### config.mk
export PLATFORM = sky130hd
export DESIGN_NAME = pipe_seq_ctrl_flat
export DESIGN_NICKNAME = d
export VERILOG_FILES = /design/src/rtl/pipe_seq_ctrl_if.sv /design/src/rtl/pipe_seq_ctrl.sv /design/src/flat_wrapper.sv
export SDC_FILE = /design/constraint.sdc
export NUM_CORES = 1
export LEC_CHECK = 0
export BUFFER_PORTS_ARGS = -buffer_cell sky130_fd_sc_hd__buf_2
export CAP_MARGIN = 15
export CELL_PAD_IN_SITES_DETAIL_PLACEMENT = 1
export CELL_PAD_IN_SITES_GLOBAL_PLACEMENT = 2
export CORE_AREA = 2 2 78 80
export CTS_CLUSTER_DIAMETER = 60
export DETAILED_ROUTE_END_ITERATION = 8
export DIE_AREA = 0 0 80 82
export GPL_TIMING_DRIVEN = 0
export PLACE_DENSITY = 0.81
export SLEW_MARGIN = 10
export SYNTH_ARGS = -nofsm -noshare
export SYNTH_HDL_FRONTEND = slang
export SYNTH_SLANG_ARGS = --single-unit
### constraint.sdc
create_clock -name clk -period 3.1 [get_ports clk]
set_input_delay 0.62 -clock clk [delete_from_list [all_inputs] [get_ports clk]]
set_output_delay 0.62 -clock clk [all_outputs]
set_load 0.005 [all_outputs]
### src/rtl/pipe_seq_ctrl_if.sv
// rtl/pipe_seq_ctrl_if.sv - hazard inputs and register-control outputs of the pipeline sequencer
interface pipe_seq_ctrl_if #(
  parameter int CNT_W = 16
);
  logic [4:0]       id_rs;
  logic [4:0]       id_rt;
  logic             id_uses_rt;
  logic             id_mdu_start;
  logic             id_mdu_read;
  logic             ex_memread;
  logic [4:0]       ex_wn;
  logic             ex_redirect;
  logic             mem_req;
  logic             mem_ack;
  logic             pc_we;
  logic             ifid_we;
  logic             idex_we;
  logic             exmem_we;
  logic             memwb_we;
  logic             ifid_flush;
  logic             idex_flush;
  logic             memwb_flush;
  logic             mdu_busy;
  logic             mem_err;
  logic [CNT_W-1:0] stall_cnt;
  logic [1:0]       state;

  modport master (
    output id_rs, id_rt, id_uses_rt, id_mdu_start, id_mdu_read,
           ex_memread, ex_wn, ex_redirect, mem_req, mem_ack,
    input  pc_we, ifid_we, idex_we, exmem_we, memwb_we,
           ifid_flush, idex_flush, memwb_flush,
           mdu_busy, mem_err, stall_cnt, state
  );

  modport slave (
    input  id_rs, id_rt, id_uses_rt, id_mdu_start, id_mdu_read,
           ex_memread, ex_wn, ex_redirect, mem_req, mem_ack,
    output pc_we, ifid_we, idex_we, exmem_we, memwb_we,
           ifid_flush, idex_flush, memwb_flush,
           mdu_busy, mem_err, stall_cnt, state
  );
endinterface

### src/rtl/pipe_seq_ctrl.sv
// rtl/pipe_seq_ctrl.sv - stall/flush sequencer for the 5-stage pipeline registers
module pipe_seq_ctrl #(
  parameter int MDU_LAT     = 8,
  parameter int MEM_TIMEOUT = 64,
  parameter int CNT_W       = 16
) (
  input logic            clk,
  input logic            rst,
  pipe_seq_ctrl_if.slave bus
);
  typedef enum logic [1:0] {
    ST_RUN  = 2'b00,
    ST_MEMW = 2'b01,
    ST_ERR  = 2'b10
  } state_t;

  localparam logic [4:0] MDU_LAT_V = 5'(MDU_LAT);
  localparam logic [7:0] TO_V      = 8'(MEM_TIMEOUT);

  state_t           st;
  logic [4:0]       mdu_cnt;
  logic [7:0]       to_cnt;
  logic [CNT_W-1:0] stall_q;
  logic             err_q;

  logic freeze, release_ack, load_use, mdu_hazard, mdu_issue;
  logic pc_we, ifid_we, idex_we, exmem_we, memwb_we;
  logic ifid_flush, idex_flush, memwb_flush;
  logic [7:0] to_next;

  assign to_next = to_cnt + 8'd1;

  always_comb begin
    freeze      = (st == ST_MEMW) || (st == ST_RUN && bus.mem_req && !bus.mem_ack);
    release_ack = (st == ST_MEMW) && bus.mem_ack;
    load_use    = bus.ex_memread && (bus.ex_wn != 5'd0) &&
                  ((bus.ex_wn == bus.id_rs) || (bus.id_uses_rt && bus.ex_wn == bus.id_rt));
    mdu_hazard  = (bus.id_mdu_read || bus.id_mdu_start) && (mdu_cnt != 5'd0);
    pc_we       = 1'b1;
    ifid_we     = 1'b1;
    idex_we     = 1'b1;
    exmem_we    = 1'b1;
    memwb_we    = 1'b1;
    ifid_flush  = 1'b0;
    idex_flush  = 1'b0;
    memwb_flush = 1'b0;
    if (!rst) begin
      pc_we    = 1'b0;
      ifid_we  = 1'b0;
      idex_we  = 1'b0;
      exmem_we = 1'b0;
      memwb_we = 1'b0;
    end else if (st == ST_ERR) begin
      pc_we       = 1'b0;
      ifid_we     = 1'b0;
      idex_we     = 1'b0;
      exmem_we    = 1'b0;
      memwb_we    = 1'b0;
      memwb_flush = 1'b1;
    end else if (freeze) begin
      pc_we    = 1'b0;
      ifid_we  = 1'b0;
      idex_we  = 1'b0;
      exmem_we = 1'b0;
      // the ack cycle lets MEM/WB capture the returned load data
      memwb_flush = !release_ack;
    end else if (bus.ex_redirect) begin
      ifid_flush = 1'b1;
      idex_flush = 1'b1;
    end else if (load_use || mdu_hazard) begin
      pc_we      = 1'b0;
      ifid_we    = 1'b0;
      idex_flush = 1'b1;
    end
    mdu_issue = bus.id_mdu_start && idex_we && !idex_flush;
  end

  always_ff @(posedge clk or negedge rst) begin
    if (!rst) begin
      st      <= ST_RUN;
      mdu_cnt <= 5'd0;
      to_cnt  <= 8'd0;
      stall_q <= '0;
      err_q   <= 1'b0;
    end else begin
      case (st)
        ST_RUN: begin
          if (bus.mem_req && !bus.mem_ack) begin
            st     <= ST_MEMW;
            to_cnt <= 8'd1;
          end
        end
        ST_MEMW: begin
          if (bus.mem_ack) begin
            st     <= ST_RUN;
            to_cnt <= 8'd0;
          end else if (to_next == TO_V) begin
            st     <= ST_ERR;
            to_cnt <= to_next;
            err_q  <= 1'b1;
          end else begin
            to_cnt <= to_next;
          end
        end
        ST_ERR:  st <= ST_ERR;
        default: st <= ST_RUN;
      endcase
      if (mdu_issue)
        mdu_cnt <= MDU_LAT_V;
      else if (mdu_cnt != 5'd0)
        mdu_cnt <= mdu_cnt - 5'd1;
      if (st != ST_ERR && !pc_we && stall_q != '1)
        stall_q <= stall_q + 1'b1;
    end
  end

  assign bus.pc_we       = pc_we;
  assign bus.ifid_we     = ifid_we;
  assign bus.idex_we     = idex_we;
  assign bus.exmem_we    = exmem_we;
  assign bus.memwb_we    = memwb_we;
  assign bus.ifid_flush  = ifid_flush;
  assign bus.idex_flush  = idex_flush;
  assign bus.memwb_flush = memwb_flush;
  assign bus.mdu_busy    = (mdu_cnt != 5'd0);
  assign bus.mem_err     = err_q;
  assign bus.stall_cnt   = stall_q;
  assign bus.state       = st;
endmodule
### src/flat_wrapper.sv
// flat-port wrapper written by rule: the top's interface ports become plain ports
module pipe_seq_ctrl_flat 
#(
  parameter int MDU_LAT     = 8,
  parameter int MEM_TIMEOUT = 64,
  parameter int CNT_W       = 16
)
  (clk, rst, bus_id_rs, bus_id_rt, bus_id_uses_rt, bus_id_mdu_start, bus_id_mdu_read, bus_ex_memread, bus_ex_wn, bus_ex_redirect, bus_mem_req, bus_mem_ack, bus_pc_we, bus_ifid_we, bus_idex_we, bus_exmem_we, bus_memwb_we, bus_ifid_flush, bus_idex_flush, bus_memwb_flush, bus_mdu_busy, bus_mem_err, bus_stall_cnt, bus_state);
  pipe_seq_ctrl_if #(.CNT_W(CNT_W)) bus_i ();
  input logic clk;
  input logic rst;
  input wire logic [$bits(bus_i.id_rs)-1:0] bus_id_rs;
  input wire logic [$bits(bus_i.id_rt)-1:0] bus_id_rt;
  input wire logic [$bits(bus_i.id_uses_rt)-1:0] bus_id_uses_rt;
  input wire logic [$bits(bus_i.id_mdu_start)-1:0] bus_id_mdu_start;
  input wire logic [$bits(bus_i.id_mdu_read)-1:0] bus_id_mdu_read;
  input wire logic [$bits(bus_i.ex_memread)-1:0] bus_ex_memread;
  input wire logic [$bits(bus_i.ex_wn)-1:0] bus_ex_wn;
  input wire logic [$bits(bus_i.ex_redirect)-1:0] bus_ex_redirect;
  input wire logic [$bits(bus_i.mem_req)-1:0] bus_mem_req;
  input wire logic [$bits(bus_i.mem_ack)-1:0] bus_mem_ack;
  output wire logic [$bits(bus_i.pc_we)-1:0] bus_pc_we;
  output wire logic [$bits(bus_i.ifid_we)-1:0] bus_ifid_we;
  output wire logic [$bits(bus_i.idex_we)-1:0] bus_idex_we;
  output wire logic [$bits(bus_i.exmem_we)-1:0] bus_exmem_we;
  output wire logic [$bits(bus_i.memwb_we)-1:0] bus_memwb_we;
  output wire logic [$bits(bus_i.ifid_flush)-1:0] bus_ifid_flush;
  output wire logic [$bits(bus_i.idex_flush)-1:0] bus_idex_flush;
  output wire logic [$bits(bus_i.memwb_flush)-1:0] bus_memwb_flush;
  output wire logic [$bits(bus_i.mdu_busy)-1:0] bus_mdu_busy;
  output wire logic [$bits(bus_i.mem_err)-1:0] bus_mem_err;
  output wire logic [$bits(bus_i.stall_cnt)-1:0] bus_stall_cnt;
  output wire logic [$bits(bus_i.state)-1:0] bus_state;
  assign bus_i.id_rs = bus_id_rs;
  assign bus_i.id_rt = bus_id_rt;
  assign bus_i.id_uses_rt = bus_id_uses_rt;
  assign bus_i.id_mdu_start = bus_id_mdu_start;
  assign bus_i.id_mdu_read = bus_id_mdu_read;
  assign bus_i.ex_memread = bus_ex_memread;
  assign bus_i.ex_wn = bus_ex_wn;
  assign bus_i.ex_redirect = bus_ex_redirect;
  assign bus_i.mem_req = bus_mem_req;
  assign bus_i.mem_ack = bus_mem_ack;
  assign bus_pc_we = bus_i.pc_we;
  assign bus_ifid_we = bus_i.ifid_we;
  assign bus_idex_we = bus_i.idex_we;
  assign bus_exmem_we = bus_i.exmem_we;
  assign bus_memwb_we = bus_i.memwb_we;
  assign bus_ifid_flush = bus_i.ifid_flush;
  assign bus_idex_flush = bus_i.idex_flush;
  assign bus_memwb_flush = bus_i.memwb_flush;
  assign bus_mdu_busy = bus_i.mdu_busy;
  assign bus_mem_err = bus_i.mem_err;
  assign bus_stall_cnt = bus_i.stall_cnt;
  assign bus_state = bus_i.state;
  pipe_seq_ctrl #(.MDU_LAT(MDU_LAT), .MEM_TIMEOUT(MEM_TIMEOUT), .CNT_W(CNT_W)) u_core (.clk(clk), .rst(rst), .bus(bus_i));
endmodule
==> results of run 1 <==
==> through the flow <==
| step | hold slack (ns) | instance area (sq um) |
|---|---|---|
| after detailed placement | 0.456 | 2240 |
| after global routing | 0.460 | 2340 |
| final | 0.401 | 2340 |
| after CTS | 0.438 | 2330 |
| after global placement | 0.453 | 2240 |
| after floorplan | 0.324 | 1890 |
==> synth_stat cells (all sizes together) <==
library cell	n	area, sq um
nand4bb	1	11.3
nand4	8	65.1
and4	4	37.5
a21o	3	22.5
and3	8	50.1
and2	2	12.5
a22o	1	8.76
a32oi	2	36.3
a211o	2	17.5
nand2	17	63.8
a221oi	1	8.76
a21oi	1	5.00
nor4b	1	23.8
xor2	10	87.6
ha	4	50.1
o21a	1	7.51
or3	1	6.26
or4	1	7.51
nand3	14	75.1
buf	4	37.5
o211ai	1	7.51
o21ai	14	81.3
dfrtp	32	801
nand2b	2	12.5
a21boi	2	15.0
nor4	1	12.5
mux2	1	15.0
a211oi	1	7.51
nor3	5	25.0
o31ai	2	15.0
nor2	20	75.1
xnor2	18	165
inv	6	22.5
==> cell usage in the layout (no fill, tap or decap), drive strengths merged, types with 2 or more instances in the layout <==
cell and instances:
a32oi 2, a21boi 2, nand3 14, and3 8, xnor2 18, xor2 10, and4 4, ha 4
buf 56, clkbuf 6, nand2b 2, a21o 3, o21ai 14, nor2 20, nand4 8, nand2 17
clkinv 2, inv 6, a211o 2, nor3 5, dfrtp 32, and2 2, o31ai 2
==> how the worst max path moves through the flow <==
stage / from / endpoint / cells past startpoint / slack [ns]
floorplan: bus_ex_wn[0] / bus_pc_we / 7 / 0.57
global placement: rst / bus_pc_we / 7 / 0.15
detailed placement: rst / bus_pc_we / 7 / 0.14
CTS: u_core.mdu_cnt[0] / bus_pc_we / 11 / 0.09
global route: u_core.mdu_cnt[0] / bus_pc_we / 11 / 0.01
finish: bus_ex_wn[0] / bus_pc_we / 9 / 0.17
==> area by class of cell <==
type	instances	area, sq um	share of cell area
Tap cell	75	93.8	0.0401
Sequential cell	32	801	0.342
Clock inverter	2	10.0	0.00428
Buffer	4	37.5	0.0161
Inverter	6	22.5	0.00963
Multi-Input combinational cell	149	1030	0.440
Timing Repair Buffer	52	263	0.112
Clock buffer	6	82.6	0.0353
==> sequential cells by signal, summed over array words and instances, names as in the netlist <==
name	cells
u_core.bus.mem_err	1
u_core.to_cnt	8
u_core.bus.state	2
u_core.mdu_cnt	5
u_core.bus.stall_cnt	16
==> power breakdown <==
| part | internal [mW] | switching, mW | leakage, nW | total, mW |
|---|---|---|---|---|
| clock | 0.177 | 0.159 | 0.0510 | 0.336 |
| sequential | 0.508 | 0.114 | 0.420 | 0.622 |
| combinational | 0.224 | 0.212 | 0.653 | 0.436 |
==> metal layers <==
metal / global-route usage / part of all wire / vias to the layer above
li1: - / - / 796
met1: 0.190 / 0.44 / 787
met2: 0.273 / 0.47 / 49
met3: 0.0582 / 0.070 / 8
met4: 0.0610 / 0.017 / 0
met5: 0 / 0 / -
==> repair_timing <==
action,4_1_cts,5_1_grt
resized for setup,0,0
buffers inserted,0,1
setup endpoints to repair,0,1
==> kinds of logic (layout without fill, tap and decap cells) <==
family | Yosys count | count (layout) | share of synthesized area
AOI/OAI and AO/OA | 31 | 31 | 0.123
buffers and inverters | 10 | 70 | 0.0318
DFF | 32 | 32 | 0.424
adders and majority gates | 4 | 4 | 0.0265
muxes | 1 | 1 | 0.00794
xor gates and xnor gates | 28 | 28 | 0.134
and+or+nand+nor | 85 | 85 | 0.253
==> out/metrics.csv, run 1 <==
metric;value;unit
Routed wire per std cell;14.5;microns
CORE AREA;5750;sq um
PwrDens;596;nW/um^2
final hold viol count;0;
Mapped Cells;191;
DP Worst Slack;0.137;ns
final WL;4720;microns
ANT nets after route;0;
Final Util;0.407;
FF-to-FF setup slack;0.99;ns
Initial Util;0.329;
Hold-fix buffers, CTS;0;
fillers;701;
post-route setup TNS;0;ns
first-pass GRT wire length;8160;microns
Yosys reg bits;32;
syn_nets;219;
share of layout cells above drive strength 1;0.291;
DP Wirelength;3550;microns
ant diodes;0;
CP Buf/Inv Count;5;
NumNets Final;278;
status;complete, no violations;
Area Overhead vs Synth;23.8;%
Arrival @ worst endpoint;2.31;ns
row cnt;28;
Worst-Margin Slew;0.775;ns
Tcrit/Tclk final;0.946;
WS Path Type;primary input to primary output;
Post-route DRC;0;
Hold Crit Class;primary input to async pin;
worst reg2reg startpoint;u_core.bus.stall_cnt[2];
Total GRT Usage;0.162;
Cells after DPL;317;
Worst setup SP type;primary input;
post-route minimum period;2.93;ns
clock root cell;clkbuf_8;
CTS clk-pin slew, worst paths;0.07;ns
clk_lat worst skew;0.29;ns
total power;1.39;mW
largest net degree at the start of global routing;36;
router iterations before antenna repair;4;
DIE AREA;6560;sq um
Synth Area per Inst;9.89;sq um
Synth warnings;0;
CP Max Fanout;10;
Worst path most repeated cell;buf_2;
Distinct cells, synth;40;
vias in the first global route;1729;
CTS tree;yes;
Clock Path Buffers;2;
post-route insts no fill;326;
Critical R2R Capture;u_core.bus.stall_cnt[1];
Synth Cell Area;1890;sq um
1st-iter DRT viols;75;
RSZ-0062 raised after global routing;false;
via count;1640;
register area share after synthesis;0.424;
Required @ worst endpoint;2.48;ns
Largest delay share family, worst path;compound AO/OA/AOI/OAI gates;
Slew Limit Headroom;0.484;
crit-path max cell delay;0.53;ns
endpoints failing setup;0;
PortBufs;51;
CP cell instances;buf_2 > or4_1 > o21ai_0 > o21a_1 > o21ai_4 > buf_6 > inv_1 > buf_4 > buf_2;
CTS sink cnt;32;
final max-slew violation count;0;
Num CTS Buffers;5;
Vert. Die Dim;82;microns
maximum VDD drop;0.241;mV
clk_skew;0.00434;ns
LEAKAGE;1.12;nW
H-tree lvl count;2;
initial antenna violation count;0;
DR vias/cell;5.03;
Critical-path top delay cell;or4_1;
Final GP Congestion;0.737;
crit end category;primary output;
I/O Pins;52;
grt ovf;0;
Max Cap Viol;0;
Die W;80;microns
f_max;341;MHz
R2R depth;7;
setup ws final;0.168;ns
No activity file was read; power rests on OpenSTA's default activity.
==> inputs of run 2 (changes only) <==
--- a/config.mk
+++ b/config.mk
@@ -11,9 +11,11 @@
 export CELL_PAD_IN_SITES_GLOBAL_PLACEMENT = 2
 export CORE_AREA = 2 2 78 80
 export CTS_CLUSTER_DIAMETER = 60
+export CTS_CLUSTER_SIZE = 16
 export DETAILED_ROUTE_END_ITERATION = 8
 export DIE_AREA = 0 0 80 82
 export GPL_TIMING_DRIVEN = 0
+export MAX_ROUTING_LAYER = met4
 export PLACE_DENSITY = 0.81
 export SLEW_MARGIN = 10
 export SYNTH_ARGS = -nofsm -noshare
==> run 2 against run 1 <==
Clock power is essentially flat. Utilization is the same. Routed wire length grew 0.23%. Sequential share of layout area is the same. Worst hold slack gained 0.0010 ns. Clock-buffer cell count is the same. Sequential power is essentially flat. Via count is the same. Final area is the same. Highest routed layer unchanged.
==> out/metrics.csv, run 2 (synthesis gave the netlist of run 1 again) <==
metric;value;unit;change
status;complete, no violations;;unchanged
Critical-path top delay cell;or4_1;;unchanged
Worst setup SP type;primary input;;unchanged
clk_skew;0.00435;ns;was 0.00434 ns
H-tree lvl count;2;;unchanged
final hold viol count;0;;unchanged
ant diodes;0;;unchanged
row cnt;28;;unchanged
P_int;0.909;mW;unchanged
Total GRT Usage;0.167;;was 0.162
crit end category;primary output;;unchanged
CTS sink cnt;32;;unchanged
Hold Crit Class;primary input to async pin;;unchanged
Slew Limit Headroom;0.482;;was 0.484
vias in the first global route;1727;;was 1729
Cells after DPL;317;;unchanged
Post-CTS Resized;0;;unchanged
CP Max Fanout;10;;unchanged
via count;1640;;unchanged
Clock power frac;0.241;;about the same
1st-iter DRT viols;81;;was 75
LEAKAGE;1.12;nW;unchanged
first-pass GRT wire length;8150;microns;was 8160 microns
Clock Path Buffers;2;;unchanged
post-route minimum period;2.93;ns;about the same
commonest non-fill, non-tap cell in the layout;buf_2;;unchanged
grt ovf;0;;unchanged
post-route insts no fill;326;;unchanged
RSZ-0062 raised after global routing;false;;unchanged
final hold slack;0.402;ns;was 0.401 ns
Final GP Congestion;0.746;;was 0.737
largest net degree at the start of global routing;36;;unchanged
WS Path Type;primary input to primary output;;unchanged
Net Switching;0.484;mW;was 0.485 mW
maximum VDD drop;0.241;mV;about the same
DP Wirelength;3550;microns;unchanged
Area Overhead vs Synth;23.8;%;unchanged
most frequent cells in the layout;buf_2, dfrtp_1, nor2_1, nand2_1, xnor2_1;;unchanged
CTS tree;yes;;unchanged
Cell Area, Placed;2240;sq um;unchanged
setup bufs post-CTS;0;;unchanged
Post-route DRC;0;;unchanged
I/O Pins;52;;unchanged
clk_lat worst skew;0.29;ns;about the same
Comb power frac;0.313;;about the same
CORE AREA;5750;sq um;unchanged
Num CTS Buffers;5;;unchanged
final max-slew violation count;0;;unchanged
NumNets Final;278;;unchanged
Tcrit/Tclk final;0.946;;about the same
CP Buf/Inv Count;5;;unchanged
PortBufs;51;;unchanged
Vert. Die Dim;82;microns;unchanged
DIE AREA;6560;sq um;unchanged
f_max;341;MHz;about the same
Final Util;0.407;;unchanged
Worst path most repeated cell;buf_2;;unchanged
Worst-Margin Slew;0.777;ns;was 0.775 ns
Largest delay share family, worst path;compound AO/OA/AOI/OAI gates;;unchanged
DR vias/cell;5.03;;unchanged
Max Cap Viol;0;;unchanged
Arrival @ worst endpoint;2.31;ns;about the same
initial antenna violation count;0;;unchanged
switching share of power;0.348;;about the same
crit-path max cell delay;0.53;ns;about the same
clock root cell;clkbuf_8;;unchanged
post-route setup TNS;0;ns;unchanged
power share of the sequential group;0.445;;was 0.446
Routed wire per std cell;14.5;microns;about the same
share of layout cells above drive strength 1;0.291;;unchanged
final WL;4730;microns;was 4720 microns
Hold-fix buffers, CTS;0;;unchanged
Required @ worst endpoint;2.48;ns;about the same
CTS clk-pin slew, worst paths;0.07;ns;about the same
CP cell instances;buf_2 > or4_1 > o21ai_0 > o21a_1 > o21ai_4 > buf_6 > inv_1 > buf_4 > buf_2;;unchanged
router iterations before antenna repair;4;;unchanged
ANT nets after route;0;;unchanged
Initial Util;0.329;;unchanged
endpoints failing setup;0;;unchanged
Largest register FFs;16;;unchanged
Die W;80;microns;unchanged
PwrDens;596;nW/um^2;about the same
post-route cell area;2340;sq um;unchanged
==> run 2: cell counts in the layout (fill, tap and decap cells not counted) <==
No cell type changed its count.
==> run 2: layer usage <==
layer / routed length, microns / share of wire / GRT usage
met5: 0 / 0 / -
met4: 82 / 0.017 / 0.0610
met3: 250 / 0.053 / 0.0440
met2: 2240 / 0.47 / 0.274
met1: 2150 / 0.46 / 0.198
==> run 2: cell type report <==
class / instances / area [sq um]
Sequential cell: 32 / 801
Buffer: 4 / 37.5
Clock inverter: 2 / 10.0
Fill cell: 701 / 3410
Timing Repair Buffer: 52 / 263
Tap cell: 75 / 93.8
Clock buffer: 6 / 82.6
Multi-Input combinational cell: 149 / 1030
Inverter: 6 / 22.5
==> run 2: power groups by stage <==
stage	clock [mW]	combinational, mW	sequential, mW
2_1_floorplan	0	0.293	0.606
3_3_place_gp	0	0.430	0.625
3_5_place_dp	0	0.441	0.627
4_1_cts	0.351	0.444	0.619
5_1_grt	0.367	0.496	0.641
6_report	0.336	0.437	0.621
==> run 2: through the flow <==
step / setup slack, ns / power, mW
3_5_place_dp: 0.137 / 1.07
2_1_floorplan: 0.568 / 0.899
4_1_cts: 0.0933 / 1.41
6_report: 0.168 / 1.39
5_1_grt: 0.0134 / 1.50
3_3_place_gp: 0.147 / 1.06
==> run 2: worst paths after layout <==
check | from | to | slack [ns] | cells after the start
hold / removal | rst | u_core.bus.stall_cnt[7] | 0.40 | 1
min in group clk | u_core.bus.mem_err | u_core.bus.mem_err | 0.48 | 1
setup reg to reg | u_core.bus.stall_cnt[2] | u_core.bus.stall_cnt[1] | 0.99 | 7
setup / recovery | bus_ex_wn[0] | bus_pc_we | 0.17 | 9
hold reg to reg | u_core.bus.mem_err | u_core.bus.mem_err | 0.48 | 1
max in group asynchronous | rst | u_core.bus.stall_cnt[0] | 2.20 | 1
==> run 2: worst register-to-register path, delay by kind of cell (launching register included) <==
family | cells | cell delay (ns)
simple gates | 5 | 1.07
flops | 1 | 0.45
mux | 1 | 0.31
compound gates | 1 | 0.18
==> inputs of run 3 (changes only) <==
--- a/config.mk
+++ b/config.mk
@@ -10,13 +10,13 @@
 export CELL_PAD_IN_SITES_DETAIL_PLACEMENT = 1
 export CELL_PAD_IN_SITES_GLOBAL_PLACEMENT = 2
 export CORE_AREA = 2 2 78 80
-export CTS_CLUSTER_DIAMETER = 60
 export CTS_CLUSTER_SIZE = 16
 export DETAILED_ROUTE_END_ITERATION = 8
 export DIE_AREA = 0 0 80 82
 export GPL_TIMING_DRIVEN = 0
 export MAX_ROUTING_LAYER = met4
 export PLACE_DENSITY = 0.81
+export RECOVER_POWER = 100
 export SLEW_MARGIN = 10
 export SYNTH_ARGS = -nofsm -noshare
 export SYNTH_HDL_FRONTEND = slang
==> run 3 against run 2 <==
Utilization down 1.0 points. Non-clock buffer count unchanged. Critical endpoint unchanged. Clock-buffer cell count unchanged. Maximum frequency about the same. Critical path depth unchanged. Routed wire length up 0.11%. Clock skew up 0.0013 ns.
==> out/metrics.csv, run 3 (synthesis gave the netlist of run 1 again) <==
metric;value;unit;change
status;complete, no violations;;unchanged
Max Cap Viol;0;;unchanged
clock root cell;clkbuf_8;;unchanged
Hold-fix buffers, CTS;0;;unchanged
RSZ-0062 raised after global routing;false;;unchanged
PortBufs;51;;unchanged
WS Path Type;primary input to primary output;;unchanged
CORE AREA;5750;sq um;unchanged
commonest non-fill, non-tap cell in the layout;buf_2;;unchanged
Largest register FFs;16;;unchanged
f_max;341;MHz;about the same
CTS clk-pin slew, worst paths;0.07;ns;about the same
CP Max Fanout;10;;unchanged
first-pass GRT wire length;8150;microns;unchanged
post-route setup TNS;0;ns;unchanged
ANT nets after route;0;;unchanged
power share of the sequential group;0.451;;was 0.445
Slew Limit Headroom;0.482;;about the same
Worst-Margin Slew;0.778;ns;was 0.777 ns
endpoints failing setup;0;;unchanged
post-route minimum period;2.93;ns;about the same
vias in the first global route;1727;;unchanged
1st-iter DRT viols;71;;was 81
Num CTS Buffers;5;;unchanged
Tcrit/Tclk final;0.945;;was 0.946
via count;1646;;was 1640
Vert. Die Dim;82;microns;unchanged
grt ovf;0;;unchanged
Clock power frac;0.246;;was 0.241
H-tree lvl count;2;;unchanged
maximum VDD drop;0.240;mV;was 0.241 mV
DIE AREA;6560;sq um;unchanged
Worst setup SP type;primary input;;unchanged
Comb power frac;0.304;;was 0.313
Final GP Congestion;0.746;;unchanged
P_int;0.893;mW;was 0.909 mW
Required @ worst endpoint;2.48;ns;about the same
Arrival @ worst endpoint;2.31;ns;about the same
ant diodes;0;;unchanged
initial antenna violation count;0;;unchanged
crit end category;primary output;;unchanged
clk_lat worst skew;0.29;ns;about the same
clk_skew;0.00561;ns;was 0.00435 ns
most frequent cells in the layout;buf_2, dfrtp_1, nor2_1, xnor2_1, nand2_1;;was buf_2, dfrtp_1, nor2_1, nand2_1, xnor2_1
DP Wirelength;3550;microns;unchanged
Initial Util;0.329;;unchanged
NumNets Final;278;;unchanged
final max-slew violation count;0;;unchanged
Routed wire per std cell;14.5;microns;about the same
final WL;4730;microns;about the same
final hold viol count;0;;unchanged
Area Overhead vs Synth;20.7;%;was 23.8%
Total GRT Usage;0.167;;unchanged
PwrDens;602;nW/um^2;was 596 nW/um^2
row cnt;28;;unchanged
Die W;80;microns;unchanged
I/O Pins;52;;unchanged
CTS sink cnt;32;;unchanged
share of layout cells above drive strength 1;0.211;;was 0.291
DR vias/cell;5.05;;was 5.03
router iterations before antenna repair;4;;unchanged
R2R depth;8;;was 7
Net Switching;0.478;mW;was 0.484 mW
largest net degree at the start of global routing;36;;unchanged
total power;1.37;mW;was 1.39 mW
LEAKAGE;1.04;nW;was 1.12 nW
Hold Crit Class;primary input to async pin;;unchanged
switching share of power;0.349;;was 0.348
Clock Path Buffers;2;;unchanged
Post-route DRC;0;;unchanged
CTS tree;yes;;unchanged
==> run 3: per-stage QoR <==
step / instance area (sq um) / util / hold WS, ns / worst slack (ns) / instances
3_3_place_gp: 2240 / 0.390 / 0.453 / 0.147 / 317
5_1_grt: 2280 / 0.397 / 0.461 / 0.0133 / 326
2_1_floorplan: 1890 / - / 0.324 / 0.568 / 191
3_5_place_dp: 2240 / 0.390 / 0.456 / 0.137 / 317
6_report: 2280 / 0.397 / 0.400 / 0.170 / 326
4_1_cts: 2330 / 0.406 / 0.438 / 0.0933 / 325
==> run 3: worst paths after layout <==
path | from | endpoint | slack (ns)
max in group asynchronous | rst | u_core.bus.stall_cnt[0] | 2.20
min | rst | u_core.bus.stall_cnt[7] | 0.40
min in group clk | u_core.bus.mem_err | u_core.bus.mem_err | 0.48
max reg2reg | u_core.bus.stall_cnt[3] | u_core.bus.stall_cnt[6] | 0.53
max | bus_ex_wn[0] | bus_pc_we | 0.17
min reg2reg | u_core.bus.mem_err | u_core.bus.mem_err | 0.48
==> run 3: power by group through the flow <==
| stage | combinational [mW] | sequential, mW | clock, mW |
|---|---|---|---|
| finish | 0.416 | 0.618 | 0.337 |
| global route | 0.477 | 0.639 | 0.367 |
| CTS | 0.444 | 0.619 | 0.351 |
| detailed placement | 0.441 | 0.627 | 0 |
| global placement | 0.430 | 0.625 | 0 |
| floorplan | 0.293 | 0.606 | 0 |
==> run 3: routing by layer <==
layer,global-route usage,vias up,routed length (microns)
met3,0.0440,8,254
met4,0.0610,0,82
met5,-,-,0
li1,-,795,-
met1,0.198,794,2140
met2,0.274,49,2260
==> run 3: cell type report <==
cell class              count  area, sq um
well taps                  75         93.8
multi-input cells         149          996
plain buffers               4         30.0
clock buffers               6         82.6
inverters                   6         22.5
clock inverters             2         10.0
repair buffers             52          244
fillers                   709         3470
flip-flops and latches     32          801
==> run 3: worst max-delay path, stage by stage <==
cell,delay (ns)
clkbuf_1,0.12
or4_1,0.54
o21ai_0,0.28
o21a_1,0.23
o21ai_4,0.10
buf_6,0.17
inv_1,0.07
buf_4,0.09
buf_2,0.09
==> run 3: what timing repair did <==
item | CTS | global route
hold endpoints to repair | 0 | 0
setup endpoints to repair | 0 | 1
gates resized for setup | 0 | 0
setup buffers | 0 | 1
